==> config.mk <==
export PLATFORM = sky130hd
export DESIGN_NAME = keypad_scan
export DESIGN_NICKNAME = d
export VERILOG_FILES = /design/src/rtl/keypad_scan.sv
export SDC_FILE = /design/constraint.sdc
export NUM_CORES = 1
export LEC_CHECK = 0
export ABC_AREA = 0
export CAP_MARGIN = 20
export CORE_MARGIN = 5
export CORE_UTILIZATION = 37
export DETAILED_ROUTE_END_ITERATION = 6
export PLACE_DENSITY_LB_ADDON = 0.08
export SETUP_SLACK_MARGIN = 0.02
export SYNTH_ARGS = -nofsm -noshare
export SYNTH_HDL_FRONTEND = slang
export SYNTH_SLANG_ARGS = --single-unit
export TNS_END_PERCENT = 30
==> constraint.sdc <==
create_clock -name clk -period 4.2 [get_ports clk]
set_clock_uncertainty 0.05 [all_clocks]
set_input_delay 0.84 -clock clk [delete_from_list [all_inputs] [get_ports clk]]
set_output_delay 0.84 -clock clk [all_outputs]
set_load 0.01 [all_outputs]
==> src/rtl/keypad_scan.sv <==
// -----------------------------------------------------------------------------
// keypad_scan
//
// Scans a 4x4 active-low key matrix one row at a time, assembles a full
// 16-bit frame every four rows, debounces whole frames, and reports a single
// pressed key as a one-hot vector plus its binary index. Frames with no key
// or with several keys (ghosting) both report an empty one-hot vector.
//
// Parameters
//    TICK_DIV  - clk cycles each row is driven before its columns are sampled
//    DEBOUNCE  - identical consecutive frames needed to accept a state (2..15)
//
// Ports
//    clk       - system clock, rising edge
//    rst_n     - asynchronous active-low reset
//    col       - column lines, active-low, asynchronous to clk
//    row       - row drive, active-low, exactly one bit low
//    onehot    - accepted key, bit 4*r+c, zero when no single key is accepted
//    key_code  - index of the last accepted single key, held after release
//    key_valid - one-cycle pulse when a new single key is accepted
// -----------------------------------------------------------------------------
module keypad_scan #(
   parameter int TICK_DIV = 50000,
   parameter int DEBOUNCE = 4
) (
   input  logic        clk,
   input  logic        rst_n,
   input  logic [3:0]  col,
   output logic [3:0]  row,
   output logic [15:0] onehot,
   output logic [3:0]  key_code,
   output logic        key_valid
);

   localparam int             DIV_W    = (TICK_DIV > 1) ? $clog2(TICK_DIV) : 1;
   localparam logic [DIV_W-1:0] DIV_LAST = DIV_W'(TICK_DIV - 1);
   localparam logic [3:0]     CNT_LAST = 4'(DEBOUNCE - 1);

   logic [3:0]       col_meta_q, col_meta_d;
   logic [3:0]       col_sync_q, col_sync_d;
   logic [DIV_W-1:0] div_q, div_d;
   logic [1:0]       r_q, r_d;
   logic [15:0]      raw_q, raw_d;
   logic [15:0]      prev_q, prev_d;
   logic [3:0]       stable_cnt_q, stable_cnt_d;
   logic             accept_q, accept_d;
   logic [15:0]      accept_snap_q, accept_snap_d;
   logic [15:0]      onehot_q, onehot_d;
   logic [3:0]       key_code_q, key_code_d;
   logic             key_valid_q, key_valid_d;

   logic             tick;
   logic             frame_end;
   logic             single_key;
   logic [3:0]       single_idx;

   // Scan path: synchronize the columns, step the row divider, collect the
   // frame and run the frame-level debounce counter. Once the row-3 nibble is
   // written, raw_d is exactly the frame snapshot, so it is compared directly.
   always_comb begin
      col_meta_d    = col;
      col_sync_d    = col_meta_q;
      div_d         = div_q + 1'b1;
      r_d           = r_q;
      raw_d         = raw_q;
      prev_d        = prev_q;
      stable_cnt_d  = stable_cnt_q;
      accept_d      = 1'b0;
      accept_snap_d = accept_snap_q;

      tick      = (div_q == DIV_LAST);
      frame_end = tick && (r_q == 2'd3);

      if (tick) begin
         div_d = '0;
         r_d   = r_q + 2'd1;
         raw_d[{r_q, 2'b00} +: 4] = ~col_sync_q;
      end

      if (frame_end) begin
         if (raw_d == prev_q) begin
            if (stable_cnt_q != CNT_LAST) begin
               stable_cnt_d = stable_cnt_q + 4'd1;
            end
            // Accept only on the frame that reaches the threshold; frames
            // beyond it leave the outputs alone.
            if (stable_cnt_q == CNT_LAST - 4'd1) begin
               accept_d      = 1'b1;
               accept_snap_d = raw_d;
            end
         end else begin
            stable_cnt_d = '0;
         end
         prev_d = raw_d;
      end
   end

   // Output stage: decode the accepted snapshot one cycle after the frame
   // end. A snapshot counts as a key only when exactly one bit is set.
   always_comb begin
      onehot_d    = onehot_q;
      key_code_d  = key_code_q;
      key_valid_d = 1'b0;
      single_idx  = '0;

      single_key = (accept_snap_q != 16'd0) &&
                   ((accept_snap_q & (accept_snap_q - 16'd1)) == 16'd0);

      for (int i = 0; i < 16; i++) begin
         if (accept_snap_q[i]) begin
            single_idx = 4'(i);
         end
      end

      if (accept_q) begin
         if (single_key) begin
            onehot_d    = accept_snap_q;
            key_code_d  = single_idx;
            key_valid_d = (accept_snap_q != onehot_q);
         end else begin
            onehot_d = '0;
         end
      end
   end

   // State registers. The synchronizer idles at all-ones so an empty matrix
   // is seen immediately after reset.
   always_ff @(posedge clk or negedge rst_n) begin
      if (!rst_n) begin
         col_meta_q    <= 4'hF;
         col_sync_q    <= 4'hF;
         div_q         <= '0;
         r_q           <= '0;
         raw_q         <= '0;
         prev_q        <= '0;
         stable_cnt_q  <= '0;
         accept_q      <= 1'b0;
         accept_snap_q <= '0;
         onehot_q      <= '0;
         key_code_q    <= '0;
         key_valid_q   <= 1'b0;
      end else begin
         col_meta_q    <= col_meta_d;
         col_sync_q    <= col_sync_d;
         div_q         <= div_d;
         r_q           <= r_d;
         raw_q         <= raw_d;
         prev_q        <= prev_d;
         stable_cnt_q  <= stable_cnt_d;
         accept_q      <= accept_d;
         accept_snap_q <= accept_snap_d;
         onehot_q      <= onehot_d;
         key_code_q    <= key_code_d;
         key_valid_q   <= key_valid_d;
      end
   end

   assign row       = ~(4'b0001 << r_q);
   assign onehot    = onehot_q;
   assign key_code  = key_code_q;
   assign key_valid = key_valid_q;

endmodule

* Word level (Yosys, flattened, before mapping) *
Index checks and enable logic that the tools add are counted.

cells by class
  add/subtract/negate cells = 5
  equality and inequality tests = 7
  shift operators = 3
  mux-type cells = 26
  bitwise gates (word level) = 3
  reduce and logical (&&, ||, !) cells = 7

operator list
  operator                number
  $mux 4                  16
  $mux 16                 3
  $add 16x1->16 const B   1
  $and 16x16->16          1
  $bwmux 16               1
  $eq 16x16->1            1
  $eq 16x16->1 const B    1
  $logic_not 16->1        1
  $ne 16x16->1            1
  $reduce_bool 16->1      1
  $shift 4x6->16 const A  1
  $shiftx 4x6->16         1
  $sub 16x1->16 const B   1
  $not 4->4               2
  $mux 1                  6
  $neg 4->6               1
  $add 4x1->4 const B     1
  $eq 4x2->1 const B      1
  $ne 4x2->1 const B      1
  $reduce_and 2->1        2
  $shl 1x2->4 const A     1
  $reduce_and 3->1        1
  $add 2x1->2 const B     1
  $eq 2x2->1 const B      1
  other kinds (2)         3

storage, ports and cells
  bits in registers = 100
  output and inout port bits = 25

* Depth between registers and ports, before layout *
Gate-level depths: netlist of the first run.

  word-level depth = 15
  depth in mapped cells = 15
  gate-level depth less buffers = 12

* Worst setup path before layout of the first run *
OpenSTA, ideal clock, no wires.

  path kind = register -> register
  start point = register r_q[0]
  end point = register accept_snap_q[10]
  library setup time = 125 ps
  data arrival time = 3,750 ps
  data required time = 4,025 ps
  setup slack = 275 ps
  cell stages (with the launch flop) = 14
  buffers on the path = 3
  cells stage by stage = dfrtp_1 clkbuf_1 inv_1 ha_1 or4b_2 clkbuf_1 o21ai_0 a41oi_1 a2111oi_0 and4_1 nand4_2 nor3_4 buf_8 mux2_4

between the ends
  cells in the longest elaborated chain, start to end = 6
  elaborated cells between the ends (all ways) = 9

ends and longest elaborated chain
  element                                                   RTL line  RTL
  start: declaration                                        42        logic [1:0] r_q, r_d;
  start signal: assignment                                  146       r_q <= r_d;
  $neg 4->6                                                 77        raw_d[{r_q, 2'b00} +: 4] = ~col_sync_q;
  $shiftx 4x6->16 / $shift 4x6->16 (equally long branches)  77
  $bwmux 16                                                 77
  $mux 16                                                   74        if (tick) begin
  $eq 16x16->1                                              81        if (raw_d == prev_q) begin
  $reduce_and 3->1 (no line)                                n/a
  end signal: assignment                                    151       accept_snap_q <= accept_snap_d;
  end: declaration                                          47        logic [15:0] accept_snap_q, accept_snap_d;

Parallel ways exist; a longest one is shown, timed or not.
A chain may end at the register's enable or synchronous reset.

* Final worst setup path of the first run *
  start point = register div_q[10]
  end point = register accept_snap_q[0]

between the ends
  cells in the longest elaborated chain, start to end = 4
  elaborated cells between the ends (all ways) = 5

ends and longest elaborated chain
  element                     RTL line  RTL
  start: declaration          41        logic [DIV_W-1:0] div_q, div_d;
  start signal: assignment    145       div_q <= div_d;
  $eq 16x16->1                71        tick = (div_q == DIV_LAST);
  $mux 16                     74
  named net raw_d[9]          43        logic [15:0] raw_q, raw_d;
  $eq 16x16->1                81
  $reduce_and 3->1 (no line)  n/a

The timed path passes the listed nets, and every way through them passes these cells.

==> results of run 1 <==
[critical path: cells and delay by family (launching register included)]
kind            cells  cell delay, ns
simple gates        6            2.28
flops               1            0.41
mux                 1            0.34
buf+inv             2            0.32
compound gates      2            0.26
[routing by layer]
| layer | vias up | GRT usage [%] |
|---|---|---|
| met5 | - | 0 |
| met3 | 22 | 3.22 |
| met1 | 1723 | 22.6 |
| li1 | 1712 | - |
| met2 | 54 | 22.1 |
| met4 | 0 | 6.75 |
[final timing paths]
kind                                         startpoint                           end  slack (ns)  cells after the start
min in group asynchronous                         rst_n            div_q[6]$_DFF_PN0_        0.51                      1
worst max register to register      div_q[10]$_DFF_PN0_  accept_snap_q[0]$_DFFE_PN0P_        0.41                     11
worst max-delay path                div_q[10]$_DFF_PN0_  accept_snap_q[0]$_DFFE_PN0P_        0.41                     11
max in group asynchronous                         rst_n       col_meta_q[1]$_DFF_PN1_        2.74                      2
worst min-delay path            col_meta_q[3]$_DFF_PN1_       col_sync_q[3]$_DFF_PN1_        0.31                      0
worst min register to register  col_meta_q[3]$_DFF_PN1_       col_sync_q[3]$_DFF_PN1_        0.31                      0
[cells by family (layout without fill, tap and decap cells)]
| kind of cell | Yosys count | after routing | synth area share, % |
|---|---|---|---|
| flops | 100 | 100 | 50.3 |
| simple gates | 156 | 156 | 17.5 |
| compound gates | 82 | 82 | 11.2 |
| mux | 32 | 32 | 7.69 |
| fa+ha+maj | 10 | 10 | 2.41 |
| xor+xnor | 38 | 38 | 6.66 |
| buf+inv | 50 | 85 | 4.18 |
[synth_stat cells (2+ instances only)]
| cell type | count | share of area [%] |
|---|---|---|
| nand2b_1 | 4 | 0.50 |
| buf_2 | 2 | 0.20 |
| nor3_1 | 18 | 1.8 |
| nor2b_1 | 2 | 0.25 |
| a21oi_1 | 15 | 1.5 |
| dfrtp_1 | 92 | 46 |
| or3_1 | 7 | 0.88 |
| nand2_1 | 34 | 2.6 |
| nor4_1 | 11 | 1.4 |
| nand4_1 | 7 | 0.88 |
| a22o_1 | 16 | 2.8 |
| mux2_2 | 18 | 4.1 |
| and3_1 | 5 | 0.63 |
| or2_2 | 5 | 0.63 |
| o31a_1 | 2 | 0.35 |
| xor2_1 | 16 | 2.8 |
| and4_1 | 2 | 0.35 |
| mux2i_1 | 5 | 1.0 |
| o21ai_0 | 20 | 2.0 |
| nor2_1 | 28 | 2.1 |
| a21o_1 | 9 | 1.4 |
| and2_1 | 3 | 0.38 |
| or4_1 | 4 | 0.60 |
| mux2_4 | 8 | 2.4 |
| or4b_2 | 2 | 0.40 |
| maj3_1 | 2 | 0.40 |
| nand3_1 | 11 | 1.1 |
| a31oi_1 | 2 | 0.25 |
| ha_1 | 8 | 2.0 |
| inv_1 | 26 | 2.0 |
| dfstp_2 | 8 | 4.2 |
| a211oi_1 | 2 | 0.30 |
| clkbuf_1 | 19 | 1.4 |
| o21bai_1 | 5 | 0.75 |
| xnor2_1 | 22 | 3.9 |
[metrics by stage]
stage                     power, mW  hold WS (ns)  instance area, µm²  setup slack [ns]  std cells
after floorplan               0.993         0.295                4990             0.275        468
after global placement         1.02         0.297                5520             0.461        663
after detailed placement       1.02         0.300                5520             0.382        663
after CTS                      1.83         0.311                5800             0.389        679
after global routing           1.87         0.313                5800             0.186        679
final                          1.80         0.310                5800             0.410        679
[state kept, by name, summed over array words and instances (netlist names)]
register / cells
key_valid: 1
prev_q: 16
raw_q: 16
accept_snap_q: 16
stable_cnt_q: 4
col_sync_q: 4
div_q: 16
onehot: 16
key_code: 4
col_meta_q: 4
accept_q: 1
r_q: 2
[area by class of cell]
cell class,instances,area (µm²)
Clock buffer,9,225
Clock inverter,7,56.3
Fill cell,1265,7440
Inverter,26,97.6
Multi-Input combinational cell,318,2280
Sequential cell,100,2510
Tap cell,176,220
Timing Repair Buffer,43,408
[report_power, final]
part           internal (mW)  switching [mW]
sequential             0.969         0.00577
clock                  0.410           0.388
combinational        0.00645          0.0202
==> results.sh, run 1 <==
export IMPL_synthArstFlopShare_pct=100
export IMPL_synth_edf_count=0
export IMPL_yosysUniqueCellTypes=63
export IMPL_synth_fp_nets=482
export IMPL_post_route_min_period_ns=3.79
export IMPL_synth_area_per_cell_um2=10.7
export IMPL_crit_chain="or4_1 > or4_1 > nor3_1 > a21oi_1 > inv_1 > o221a_2 > and4_1 > nand4_2 > nor3_4 > buf_12 > mux2_2"
export IMPL_critical_path_slowest_cell="or4_1"
export IMPL_ys_seq_area_share_pct=50.3
export IMPL_antenna_left=0
export IMPL_slew_headroom_pct=48.2
export IMPL_cts_root_buf="clkbuf_16"
export IMPL_drtIter0Drc=190
export IMPL_coreArea_um2=13200
export IMPL_postCtsSetupBuffers=0
export IMPL_drt_total_wl_um=11500
export IMPL_final_hold_viol_count=0
export IMPL_crit_path_end_kind="flop"
export IMPL_grt_pass1_vias=3581
export IMPL_p_per_area_nw_per_um2=310
export IMPL_diodes=0
export IMPL_wl_met1_um=5810
export IMPL_grtUsageTotal_pct=15.5
export IMPL_max_freq_mhz=264
export IMPL_antenna_found_initial=0
export IMPL_cp_arrival_ns=3.98
export IMPL_status="finished, final reports clean"
export IMPL_drc=0
export IMPL_ioPinCount=31
export IMPL_clk_pin_slew_ns=0.07
export IMPL_top_layer="met4"
export IMPL_critPathMaxStageDelay_ns=0.73
export IMPL_slew_violations=0
export IMPL_cts_buffer_depth=2
export IMPL_area_growth_pct=16.1
export IMPL_place_gp_congestion=0.807
export IMPL_crit_top_cell="or4_1"
export IMPL_via_per_inst=5.17
export IMPL_ys_warn_count=0
export IMPL_die_area_um2=15900
export IMPL_rows=42
export IMPL_period_share_pct=90.2
export IMPL_fin_tns_setup_ns=0
export IMPL_start_kind="flop"
export IMPL_finalNetCount=512
export IMPL_finalSetupViolCount=0
export IMPL_clock_sinks=100
export IMPL_die_y_um=126
export IMPL_worst_pin_slew_ns=0.777
export IMPL_met2WireLength_um=4970
export IMPL_final_common_cell="dfrtp_1"
export IMPL_cts_tree="yes"
export IMPL_rsz0062_at_grt="no"
export IMPL_syn_inst=468
export IMPL_clk_insertion_delay_late_ns=0.35
export IMPL_grt_pass1_wl_um=19700
export IMPL_critical_path_class="flop to flop"
export IMPL_die_x_um=126
export IMPL_grt_overflow=0
export IMPL_h_tree_depth=3
export IMPL_num_vias=3511
export IMPL_ctsResizeCount=0
export IMPL_vdd_ir_drop_worst_uv=189
export IMPL_first_pass_iters=4
export IMPL_yosys_register_bits=100
export IMPL_ys_flop_type="dfrtp_1"
export IMPL_port_buffers=30
export IMPL_dp_final_hpwl_um=8260
export IMPL_final_util_pct=43.8
export IMPL_wl_per_cell_um=16.9
export IMPL_drive_gt1_share_pct=16.1
export IMPL_maxCapViolations=0
export IMPL_p_leak_nw=2.68
export IMPL_crit_fanout=17
export IMPL_required_ns=4.39
export IMPL_postCtsHoldBufs=0
export IMPL_start_util_pct=37.7
export IMPL_wl_met3_um=395
export IMPL_hold_class="flop to flop"
export IMPL_synth_area_um2=4990
export IMPL_grt_max_degree=60
export IMPL_cts_buffers=9
export IMPL_final_cell_mix="92 x dfrtp_1, 34 x nand2_1, 29 x clkdlybuf4s50_1"
No activity file was read; power rests on OpenSTA's default activity.
==> run 2, diff against run 1 <==
--- a/config.mk
+++ b/config.mk
@@ -5,8 +5,7 @@
 export SDC_FILE = /design/constraint.sdc
 export NUM_CORES = 1
 export LEC_CHECK = 0
-export ABC_AREA = 0
-export CAP_MARGIN = 20
+export CAP_MARGIN = 15
 export CORE_MARGIN = 5
 export CORE_UTILIZATION = 37
 export DETAILED_ROUTE_END_ITERATION = 6
==> results of run 2 <==
Final layout, timing and power as in run 1 (identical DEF).
==> run 3, diff against run 2 <==
--- a/config.mk
+++ b/config.mk
@@ -6,10 +6,10 @@
 export NUM_CORES = 1
 export LEC_CHECK = 0
 export CAP_MARGIN = 15
+export CORE_ASPECT_RATIO = 0.8
 export CORE_MARGIN = 5
 export CORE_UTILIZATION = 37
 export DETAILED_ROUTE_END_ITERATION = 6
-export PLACE_DENSITY_LB_ADDON = 0.08
 export SETUP_SLACK_MARGIN = 0.02
 export SYNTH_ARGS = -nofsm -noshare
 export SYNTH_HDL_FRONTEND = slang
==> run 3 against run 2 <==
Against the previous run:
- setup slack lost 0.12 ns
- clock-buffer cell count is 2 higher
- non-clock buffer count is 2 lower
- die area about the same
- combinational power is 3% lower
- sequential power barely moved
- hold slack lost 0.0014 ns
- wire length fell by 2.8%
- core utilization decreased by 0.76 points
- register-to-register slack got worse by 0.12 ns
==> results.sh, run 3 (synthesis results as in run 1) <==
export IMPL_drtIter0Drc=260
export IMPL_cp_arrival_ns=4.09
export IMPL_rows=38
export IMPL_area_growth_pct=15.5
export IMPL_grtUsageTotal_pct=14.4
export IMPL_final_util_pct=43.0
export IMPL_port_buffers=30
export IMPL_hold_class="flop to flop"
export IMPL_num_vias=3487
export IMPL_finalSetupViolCount=0
export IMPL_drt_total_wl_um=11100
export IMPL_vdd_ir_drop_worst_uv=220
export IMPL_rsz0062_at_grt="no"
export IMPL_die_x_um=140
export IMPL_coreArea_um2=13400
export IMPL_fill_cells=1269
export IMPL_start_kind="flop"
export IMPL_top_usage_layer="met2"
export IMPL_reg2reg_from="div_q[10]$_DFF_PN0_"
export IMPL_reg2reg_slack_ns=0.29
export IMPL_antenna_left=0
export IMPL_reg2regPathDepth=9
export IMPL_min_to="col_sync_q[0]$_DFF_PN1_"
export IMPL_antenna_found_initial=0
export IMPL_drc=0
export IMPL_clk_pin_slew_ns=0.07
export IMPL_clock_sinks=100
export IMPL_p_per_area_nw_per_um2=308
export IMPL_slew_headroom_pct=37.2
export IMPL_period_share_pct=93.0
export IMPL_die_area_um2=15900
export IMPL_h_tree_depth=3
export IMPL_grt_use_met1_pct=20.5
export IMPL_grt_use_met2_pct=21.8
export IMPL_postCtsHoldBufs=0
export IMPL_final_common_cell="dfrtp_1"
export IMPL_cts_buffer_depth=2
export IMPL_grt_pass1_wl_um=18200
export IMPL_first_pass_iters=4
export IMPL_p_leak_nw=2.66
export IMPL_cts_root_buf="clkbuf_16"
export IMPL_die_y_um=114
export IMPL_final_cell_mix="92 x dfrtp_1, 34 x nand2_1, 29 x clkdlybuf4s50_1"
export IMPL_diodes=0
export IMPL_final_hold_viol_count=0
export IMPL_ctsResizeCount=0
export IMPL_place_gp_congestion=0.835
export IMPL_holdWs_ns=0.308
export IMPL_dp_final_hpwl_um=7790
export IMPL_fin_tns_setup_ns=0
export IMPL_r2r_end="accept_snap_q[5]$_DFFE_PN0P_"
export IMPL_stdcell_area_um2=5770
export IMPL_clk_insertion_delay_late_ns=0.35
export IMPL_post_route_min_period_ns=3.91
export IMPL_slew_violations=0
export IMPL_cts_tree="yes"
export IMPL_cts_buffers=9
export IMPL_crit_fanout=17
export IMPL_via_per_inst=5.12
export IMPL_critical_path_class="flop to flop"
export IMPL_grt_max_degree=77
export IMPL_min_path_cells=0
export IMPL_placed_cell_area_um2=5490
export IMPL_wl_per_cell_um=16.3
export IMPL_status="finished, final reports clean"
export IMPL_postCtsSetupBuffers=0
export IMPL_start_util_pct=37.2
export IMPL_crit_path_end_kind="flop"
export IMPL_grt_overflow=0
export IMPL_ioPinCount=31
export IMPL_max_freq_mhz=256
export IMPL_min_from="col_meta_q[0]$_DFF_PN1_"
export IMPL_required_ns=4.38
export IMPL_grt_pass1_vias=3470
export IMPL_gr_usage_met3_pct=3.94
export IMPL_drive_gt1_share_pct=15.8
export IMPL_maxCapViolations=0
export IMPL_finalNetCount=510
export IMPL_worst_pin_slew_ns=0.943
run 3: cell count changes in the layout (fill, tap and decap cells not counted):
cell / change
inv_6: -2
ha_2: +1
clkinv_4: -2
clkbuf_8: +1
a2111oi_0: -1
clkinv_2: +2
clkbuf_1: +1
buf_12: -1
a2111oi_1: +1
ha_1: -1
buf_4: -1
inv_8: -1
clkinvlp_4: +1
run 3: report_power, final:
group	leakage [nW]	switching (mW)	internal (mW)	total (mW)
combinational	1.17	0.0200	0.00584	0.0258
sequential	1.36	0.00547	0.970	0.975
clock	0.135	0.359	0.414	0.773
run 3: area by class of cell:
cell class                 instances  area [µm²]  area share (%)
sequential                       100        2510            43.6
multi-input combinational        318        2280            39.6
timing repair buffer              41         380            6.59
clock buffer                      11         243            4.21
tap                              180         225            3.90
inverter                          26        97.6            1.69
clock inverter                     5        27.5           0.477
run 3: critical path, stage by stage (launching register included):
cell and delay [ns]:
dfrtp_1 0.42, or4_1 0.72, or4_4 0.69, or3_4 0.42
and3_1 0.22, nor4b_2 0.27, nand4_2 0.16, nor3_4 0.18
buf_4 0.29, mux2_2 0.37
run 3: worst max path at each step:
stage,startpoint,to,slack [ns],depth (start not counted)
after floorplan,r_q[0]$_DFFE_PN0N_,accept_snap_q[10]$_DFFE_PN0P_,0.27,13
after detailed placement,r_q[1]$_DFFE_PN0N_,accept_snap_q[5]$_DFFE_PN0P_,0.30,11
after global routing,r_q[0]$_DFFE_PN0N_,accept_snap_q[1]$_DFFE_PN0P_,0.08,11
after CTS,r_q[1]$_DFFE_PN0N_,accept_snap_q[5]$_DFFE_PN0P_,0.28,11
final,div_q[10]$_DFF_PN0_,accept_snap_q[5]$_DFFE_PN0P_,0.29,9
after global placement,div_q[10]$_DFF_PN0_,accept_snap_q[7]$_DFFE_PN0P_,0.43,9
run 3: layer usage:
layer | up-vias | routed length, µm
met3 | 12 | 439
met1 | 1707 | 5460
met5 | - | 0
met2 | 59 | 5080
li1 | 1709 | -
met4 | 0 | 146
run 3: stage by stage:
stage / worst slack, ns / power, mW / std cells
floorplan: 0.275 / 0.993 / 468
global placement: 0.426 / 1.02 / 665
detailed placement: 0.300 / 1.02 / 665
CTS: 0.278 / 1.80 / 681
global route: 0.0772 / 1.84 / 681
finish: 0.293 / 1.77 / 681
